**src/rtl/mips_multicycle_ctrl.sv**
```systemverilog
// mips_multicycle_ctrl
//   Moore-style control unit for the multi-cycle MIPS datapath. Steps the
//   shared ALU, PC/IR, register file and unified memory through
//   FETCH/DECODE/EXECUTE/MEM/WB states, driving every mux select, write
//   strobe and ALU control code.
//
// Ports
//   clk, rst_n        rising-edge clock, asynchronous active-low reset
//   op, funct         opcode and funct fields taken from the IR
//   zero              ALU zero flag (branch condition)
//   mem_ready         memory completes the current access this cycle
//   pc_write, ir_write, mem_write, reg_write   write strobes
//   i_or_d, reg_dst, mem_to_reg, alu_src_a     2:1 mux selects
//   alu_src_b, pc_src                          4:1 mux selects
//   alu_control       ALU operation (010 add, 110 sub, 000 and, 001 or, 111 slt)
//   state             current state encoding, for debug
//   illegal_op        unsupported instruction seen in DECODE
//   instr_done        one-cycle pulse on the final cycle of each instruction
//
// Configuration
//   BNE_SUPPORT_EN    when defined, bne (000101) is decoded and branches on
//                     ~zero; otherwise bne is treated as an illegal opcode.

module mips_multicycle_ctrl #(
  parameter int OP_W = 6,
  parameter int FN_W = 6
) (
  input  logic            clk,
  input  logic            rst_n,
  input  logic [OP_W-1:0] op,
  input  logic [FN_W-1:0] funct,
  input  logic            zero,
  input  logic            mem_ready,
  output logic            pc_write,
  output logic            ir_write,
  output logic            mem_write,
  output logic            reg_write,
  output logic            i_or_d,
  output logic            reg_dst,
  output logic            mem_to_reg,
  output logic            alu_src_a,
  output logic [1:0]      alu_src_b,
  output logic [1:0]      pc_src,
  output logic [2:0]      alu_control,
  output logic [3:0]      state,
  output logic            illegal_op,
  output logic            instr_done
);

  typedef enum logic [3:0] {
    FETCH   = 4'd0,
    DECODE  = 4'd1,
    MEMADR  = 4'd2,
    MEMRD   = 4'd3,
    MEMWB   = 4'd4,
    MEMWR   = 4'd5,
    EXECUTE = 4'd6,
    ALUWB   = 4'd7,
    BRANCH  = 4'd8,
    ADDIEX  = 4'd9,
    ADDIWB  = 4'd10,
    JUMP    = 4'd11
  } state_e;

  localparam logic [OP_W-1:0] OP_RTYPE = OP_W'(6'b000000);
  localparam logic [OP_W-1:0] OP_LW    = OP_W'(6'b100011);
  localparam logic [OP_W-1:0] OP_SW    = OP_W'(6'b101011);
  localparam logic [OP_W-1:0] OP_BEQ   = OP_W'(6'b000100);
  localparam logic [OP_W-1:0] OP_ADDI  = OP_W'(6'b001000);
  localparam logic [OP_W-1:0] OP_J     = OP_W'(6'b000010);
`ifdef BNE_SUPPORT_EN
  localparam logic [OP_W-1:0] OP_BNE   = OP_W'(6'b000101);
`endif

  localparam logic [FN_W-1:0] FN_ADD = FN_W'(6'b100000);
  localparam logic [FN_W-1:0] FN_SUB = FN_W'(6'b100010);
  localparam logic [FN_W-1:0] FN_AND = FN_W'(6'b100100);
  localparam logic [FN_W-1:0] FN_OR  = FN_W'(6'b100101);
  localparam logic [FN_W-1:0] FN_SLT = FN_W'(6'b101010);

  state_e state_q, state_d;
  logic   op_legal;

  // State register
  always_ff @(posedge clk or negedge rst_n) begin
    if (!rst_n) state_q <= FETCH;
    else        state_q <= state_d;
  end

  // Next-state logic; op_legal is the DECODE-time legality check, shared
  // with the output process so illegal_op and the FETCH fallback agree.
  always_comb begin
    state_d  = FETCH;
    op_legal = 1'b0;
    case (op)
      OP_LW, OP_SW: op_legal = 1'b1;
      OP_BEQ:       op_legal = 1'b1;
      OP_ADDI:      op_legal = 1'b1;
      OP_J:         op_legal = 1'b1;
`ifdef BNE_SUPPORT_EN
      OP_BNE:       op_legal = 1'b1;
`endif
      OP_RTYPE: begin
        case (funct)
          FN_ADD, FN_SUB, FN_AND, FN_OR, FN_SLT: op_legal = 1'b1;
          default:                               op_legal = 1'b0;
        endcase
      end
      default: op_legal = 1'b0;
    endcase

    case (state_q)
      FETCH:   state_d = mem_ready ? DECODE : FETCH;
      DECODE: begin
        if (!op_legal)                      state_d = FETCH;
        else if (op == OP_LW || op == OP_SW) state_d = MEMADR;
        else if (op == OP_RTYPE)            state_d = EXECUTE;
        else if (op == OP_ADDI)             state_d = ADDIEX;
        else if (op == OP_J)                state_d = JUMP;
        else                                state_d = BRANCH;
      end
      MEMADR:  state_d = (op == OP_LW) ? MEMRD : MEMWR;
      MEMRD:   state_d = mem_ready ? MEMWB : MEMRD;
      MEMWB:   state_d = FETCH;
      MEMWR:   state_d = mem_ready ? FETCH : MEMWR;
      EXECUTE: state_d = ALUWB;
      ALUWB:   state_d = FETCH;
      BRANCH:  state_d = FETCH;
      ADDIEX:  state_d = ADDIWB;
      ADDIWB:  state_d = FETCH;
      JUMP:    state_d = FETCH;
      default: state_d = FETCH;
    endcase
  end

  // Output decode of the current state. Strobes are additionally gated by
  // rst_n so nothing is written while reset is held, even in FETCH where
  // the PC/IR strobes follow mem_ready.
  always_comb begin
    pc_write    = 1'b0;
    ir_write    = 1'b0;
    mem_write   = 1'b0;
    reg_write   = 1'b0;
    i_or_d      = 1'b0;
    reg_dst     = 1'b0;
    mem_to_reg  = 1'b0;
    alu_src_a   = 1'b0;
    alu_src_b   = 2'b00;
    pc_src      = 2'b00;
    alu_control = 3'b010;
    illegal_op  = 1'b0;
    instr_done  = 1'b0;

    case (state_q)
      FETCH: begin
        alu_src_b = 2'b01;
        ir_write  = mem_ready;
        pc_write  = mem_ready;
      end
      DECODE: begin
        alu_src_b  = 2'b11;
        illegal_op = !op_legal;
      end
      MEMADR: begin
        alu_src_a = 1'b1;
        alu_src_b = 2'b10;
      end
      MEMRD:   i_or_d = 1'b1;
      MEMWB: begin
        mem_to_reg = 1'b1;
        reg_write  = 1'b1;
        instr_done = 1'b1;
      end
      MEMWR: begin
        i_or_d     = 1'b1;
        mem_write  = 1'b1;
        instr_done = mem_ready;
      end
      EXECUTE: begin
        alu_src_a = 1'b1;
        case (funct)
          FN_SUB:  alu_control = 3'b110;
          FN_AND:  alu_control = 3'b000;
          FN_OR:   alu_control = 3'b001;
          FN_SLT:  alu_control = 3'b111;
          default: alu_control = 3'b010;
        endcase
      end
      ALUWB: begin
        reg_dst    = 1'b1;
        reg_write  = 1'b1;
        instr_done = 1'b1;
      end
      BRANCH: begin
        alu_src_a   = 1'b1;
        alu_control = 3'b110;
        pc_src      = 2'b01;
        instr_done  = 1'b1;
`ifdef BNE_SUPPORT_EN
        // IR is held through BRANCH, so op still identifies beq vs bne.
        pc_write    = (op == OP_BNE) ? ~zero : zero;
`else
        pc_write    = zero;
`endif
      end
      ADDIEX: begin
        alu_src_a = 1'b1;
        alu_src_b = 2'b10;
      end
      ADDIWB: begin
        reg_write  = 1'b1;
        instr_done = 1'b1;
      end
      JUMP: begin
        pc_src     = 2'b10;
        pc_write   = 1'b1;
        instr_done = 1'b1;
      end
      default: alu_control = 3'b000;
    endcase

    if (!rst_n) begin
      pc_write   = 1'b0;
      ir_write   = 1'b0;
      mem_write  = 1'b0;
      reg_write  = 1'b0;
      instr_done = 1'b0;
      illegal_op = 1'b0;
    end
  end

  assign state = state_q;

endmodule

```
**config.mk**
```make
export PLATFORM = sky130hd
export DESIGN_NAME = mips_multicycle_ctrl
export DESIGN_NICKNAME = d
export VERILOG_FILES = /design/src/rtl/mips_multicycle_ctrl.sv
export SDC_FILE = /design/constraint.sdc
export NUM_CORES = 1
export LEC_CHECK = 0
export BUFFER_PORTS_ARGS = -buffer_cell sky130_fd_sc_hd__buf_2
export CORE_UTILIZATION = 30
export DETAILED_ROUTE_END_ITERATION = 10
export SYNTH_ARGS = -nofsm -noshare
export SYNTH_HDL_FRONTEND = slang
export SYNTH_SLANG_ARGS = --single-unit
```
**constraint.sdc**
```tcl
create_clock -name clk -period 2.6 [get_ports clk]
set_input_delay 0.52 -clock clk [delete_from_list [all_inputs] [get_ports clk]]
set_output_delay 0.52 -clock clk [all_outputs]
set_load 0.01 [all_outputs]
```
==> summary by stage <==
Clock network
The clock slew at the register clock pins of the worst setup and hold paths is 0.04 ns. The worst-skew pair later-pin latency is 0.23 ns. The number of clock buffers added by TritonCTS is 3. The number of buffers on the longest clock path is 2. The number of hold buffers added after cts is 0. TritonCTS built the clock tree.

The number of clock sinks is 4. CTS built an H-tree with a depth of 1. The clock root buffer is clkbuf_4.

Critical path
The maximum fanout along the worst path is 2. On the worst path, the slowest cell contributes a delay of 0.52 ns. The critical path data arrival time is 2.00 ns. The critical path launch point type is a primary input.

The total buffers and inverters traversed by the critical path is 2. STA puts the critical path data required time at 2.08 ns. The cell family contributing the most delay on the critical path is simple AND/OR/NAND/NOR gates. The critical register-to-register path startpoint is state[1].

Walking the worst path, the cells encountered are buf_2 > or4_4 > or4_4 > o22ai_4 > nor4_2 > buf_2. The launching instance or port of the critical path is op[0]. The category of the most critical setup path is primary input to output pin. The slowest stage of the critical path belongs to the cell or4_4. The worst setup path is captured at an output pin.

Synthesis
Synthesis produced 92 cells. When the netlist entered floorplanning its net count stood at 108. The count of yosys warnings during synthesis is 0.

The combined area of all synthesized cells is 612 µm². In the post-synthesis netlist, the biggest area contributors are dfrtp_1, nor2_1, nand2_1, nor2b_1, nor3_1. The synthesized flop and latch total is 4.

Dividing the synthesized area by the synthesized cell count gives 6.65 µm². For this run, asynchronously set or reset flops after synthesis account for 100%. The synthesized design spends more area on one cell type than any other, namely dfrtp_1. Yosys mapped the design onto 35 distinct sky130hd cell types. The number of synthesized flops with an enable pin is 0. Of the synthesized area, sequential elements account for 16.4%. For this run, the leading register cell type out of synthesis is dfrtp_1. The proportion of netlist area held by the largest area contributor is 16.4%.

Place
Detailed placement finished with a half-perimeter wire length of 1500 µm. The number of input and output port buffers inserted is 36. The worst-case setup slack after placement is -0.0499 ns. The congestion estimate from routability-driven global placement came to 0.805.

Timing
At the pin with the least slew margin, the transition time is 0.492 ns. The post-route minimum period is 2.52 ns. The setup slack of the critical path after layout is 0.0764 ns. For this run, the top clock speed supported by timing is 396 MHz.

Between clock sinks in the finished design, the worst skew comes to 0.00556 ns. The share of the cycle needed by the critical path after routing is 97.1%. Setup violations remaining at the end of the flow were counted as 0. The worst pin sits at a relative slew slack of 67.2%. The hold violation total from the final report came to 0. The final-report max-slew violation count was 0. Setup repair after global routing left no endpoint under its margin.

Drt
After detailed routing, the average wire length per cell comes to 11.9 µm. The count of nets left with antenna violations after detail routing is 0. The routed layout has 833 vias. The via density per instance is 5.24. The first detailed-routing pass took 5 iterations. The first routing iteration left 13 violations. The remaining design rule violation count is 0. Wires add up to 1900 µm.

Die
The region available for standard cell placement spans 1820 µm². The chip height is 47.2 µm. The die covers 2220 µm². The floorplan die width is 47.2 µm. The number of I/O pins is 37. The initial standard-cell utilization of the core is 33.6%. The placement row count is 15.

Outcome
The run finished with clean final reports.

Power
Dividing total power by cell area gives a power density of 612 nW/µm². The worst supply voltage drop on vdd is 0.367 mV. In this run the static leakage power is 0.437 nW. Total power for the finished layout comes to 0.000555 W.

Global routing
The first global-routing pass estimated 2740 µm of wire. In this run the most used layer during global routing was met2. The met2 usage is 33.6%.

The number of antenna violations at the first check in global routing came to 0. The met1 global-route usage is 19.7%. For this run, global-route usage on met3 was measured as 1.54%. The via count of the first global-routing pass is 707. Entering global routing, the biggest net connects 17 pins. The total routing resource utilization after global routing is 17.3%. After global routing the overflow that remains totals 0.

Layout
0 antenna diodes ended up in the layout. The growth of design area from synthesis to finish is 48.1%. The final-stage net count is 152. The register with the most flip-flops in the layout has 4 of them. The fraction of final layout cells sized beyond drive strength 1 is 41.0%.

Hold path
The min-delay analysis places its worst path in the category primary input to asynchronous set/reset pin.

Job
Across the run, the number of max-cap violations was 0.
-- what timing repair did --
item | 4_1_cts | 5_1_grt
endpoints found under the hold margin | 0 | 0
resized for setup | 1 | 3
setup endpoints to repair | 1 | 1
setup buffers | 1 | 0
pin swaps | 2 | 1
-- cell families after synthesis --
| group | synth area share [%] |
|---|---|
| flops | 16.4 |
| mux | 5.11 |
| simple gates | 44.6 |
| buf+inv | 4.91 |
| xor+xnor | 2.86 |
| compound gates | 26.2 |
-- cell type report --
cell class              count  area (µm²)
fillers                   204         915
multi-input cells          80         504
repair buffers             43         233
flip-flops and latches      4         100
well taps                  25        31.3
clock buffers               3        22.5
inverters                   4        15.0
-- worst paths after layout --
kind | to | slack (ns) | cells past startpoint
worst max-delay path | illegal_op | 0.08 | 6
worst min-delay path | state[1] | 0.12 | 1
worst max register to register | state[2] | 1.04 | 4
worst min register to register | state[0] | 0.78 | 2
max in group asynchronous | state[3] | 2.31 | 1
min in group clk | state[0] | 0.63 | 4
-- through the flow --
stage	instances	util (%)	hold WS (ns)	instance area, µm²	setup TNS (ns)
after floorplan	92	-	0.224	612	0
after global placement	155	46.9	0.363	853	-0.0129
after detailed placement	155	46.9	0.367	853	-0.0499
after CTS	159	48.9	0.120	890	0
after global routing	159	49.8	0.126	906	0
final	159	49.8	0.122	906	0
-- layout by cell type (no fill, tap or decap), types with 2 or more instances in the layout --
cell / netlist / layout
inv_1: 4 / 4
o21ai_0: 3 / 3
dfrtp_1: 4 / 4
a211oi_1: 2 / 2
buf_4: 0 / 7
nor2b_1: 4 / 4
and3_1: 2 / 2
nand2_1: 9 / 9
or4_4: 2 / 2
nand3_1: 4 / 4
nor3_1: 5 / 5
nor4_1: 3 / 2
a21oi_1: 3 / 3
clkbuf_4: 0 / 3
mux2i_1: 2 / 2
xor2_1: 2 / 2
buf_2: 0 / 36
nor2_1: 17 / 17
nand4_1: 2 / 2
o22ai_1: 4 / 3
-- layer usage --
layer | share of wire (%) | up-vias
li1 | - | 426
met1 | 46 | 383
met2 | 51 | 24
met3 | 3.7 | 0
met4 | 0 | 0
met5 | 0 | -
-- report_power, final --
| group | leakage [nW] | total [W] | internal, W | switching [W] |
|---|---|---|---|---|
| combinational | 0.370 | 0.000344 | 0.000151 | 0.000193 |
| clock | 0.0138 | 0.0000764 | 0.0000516 | 0.0000248 |
| sequential | 0.0539 | 0.000134 | 0.0000788 | 0.0000553 |
| total | 0.437 | 0.000555 | 0.000281 | 0.000273 |
-- cell usage after synthesis, drive strengths merged (2+ instances only) --
master,n
a21o,2
nor2b,4
and3,3
clkbuf,3
o221ai,2
nor2,17
a21oi,3
o21ai,3
a211oi,2
nand3,4
dfrtp,4
mux2i,2
or4,2
o22ai,4
nor4,3
inv,4
nand4,2
nand2,9
xor2,2
nor3,5
-- worst reg2reg max path: stages (launching register included) --
cell and delay [ns]:
dfrtp_1 0.54, nor2b_1 0.40, nand2_1 0.15, a21o_1 0.22, o2bb2ai_1 0.16
Note: power is estimated with default switching activity, not from simulation.
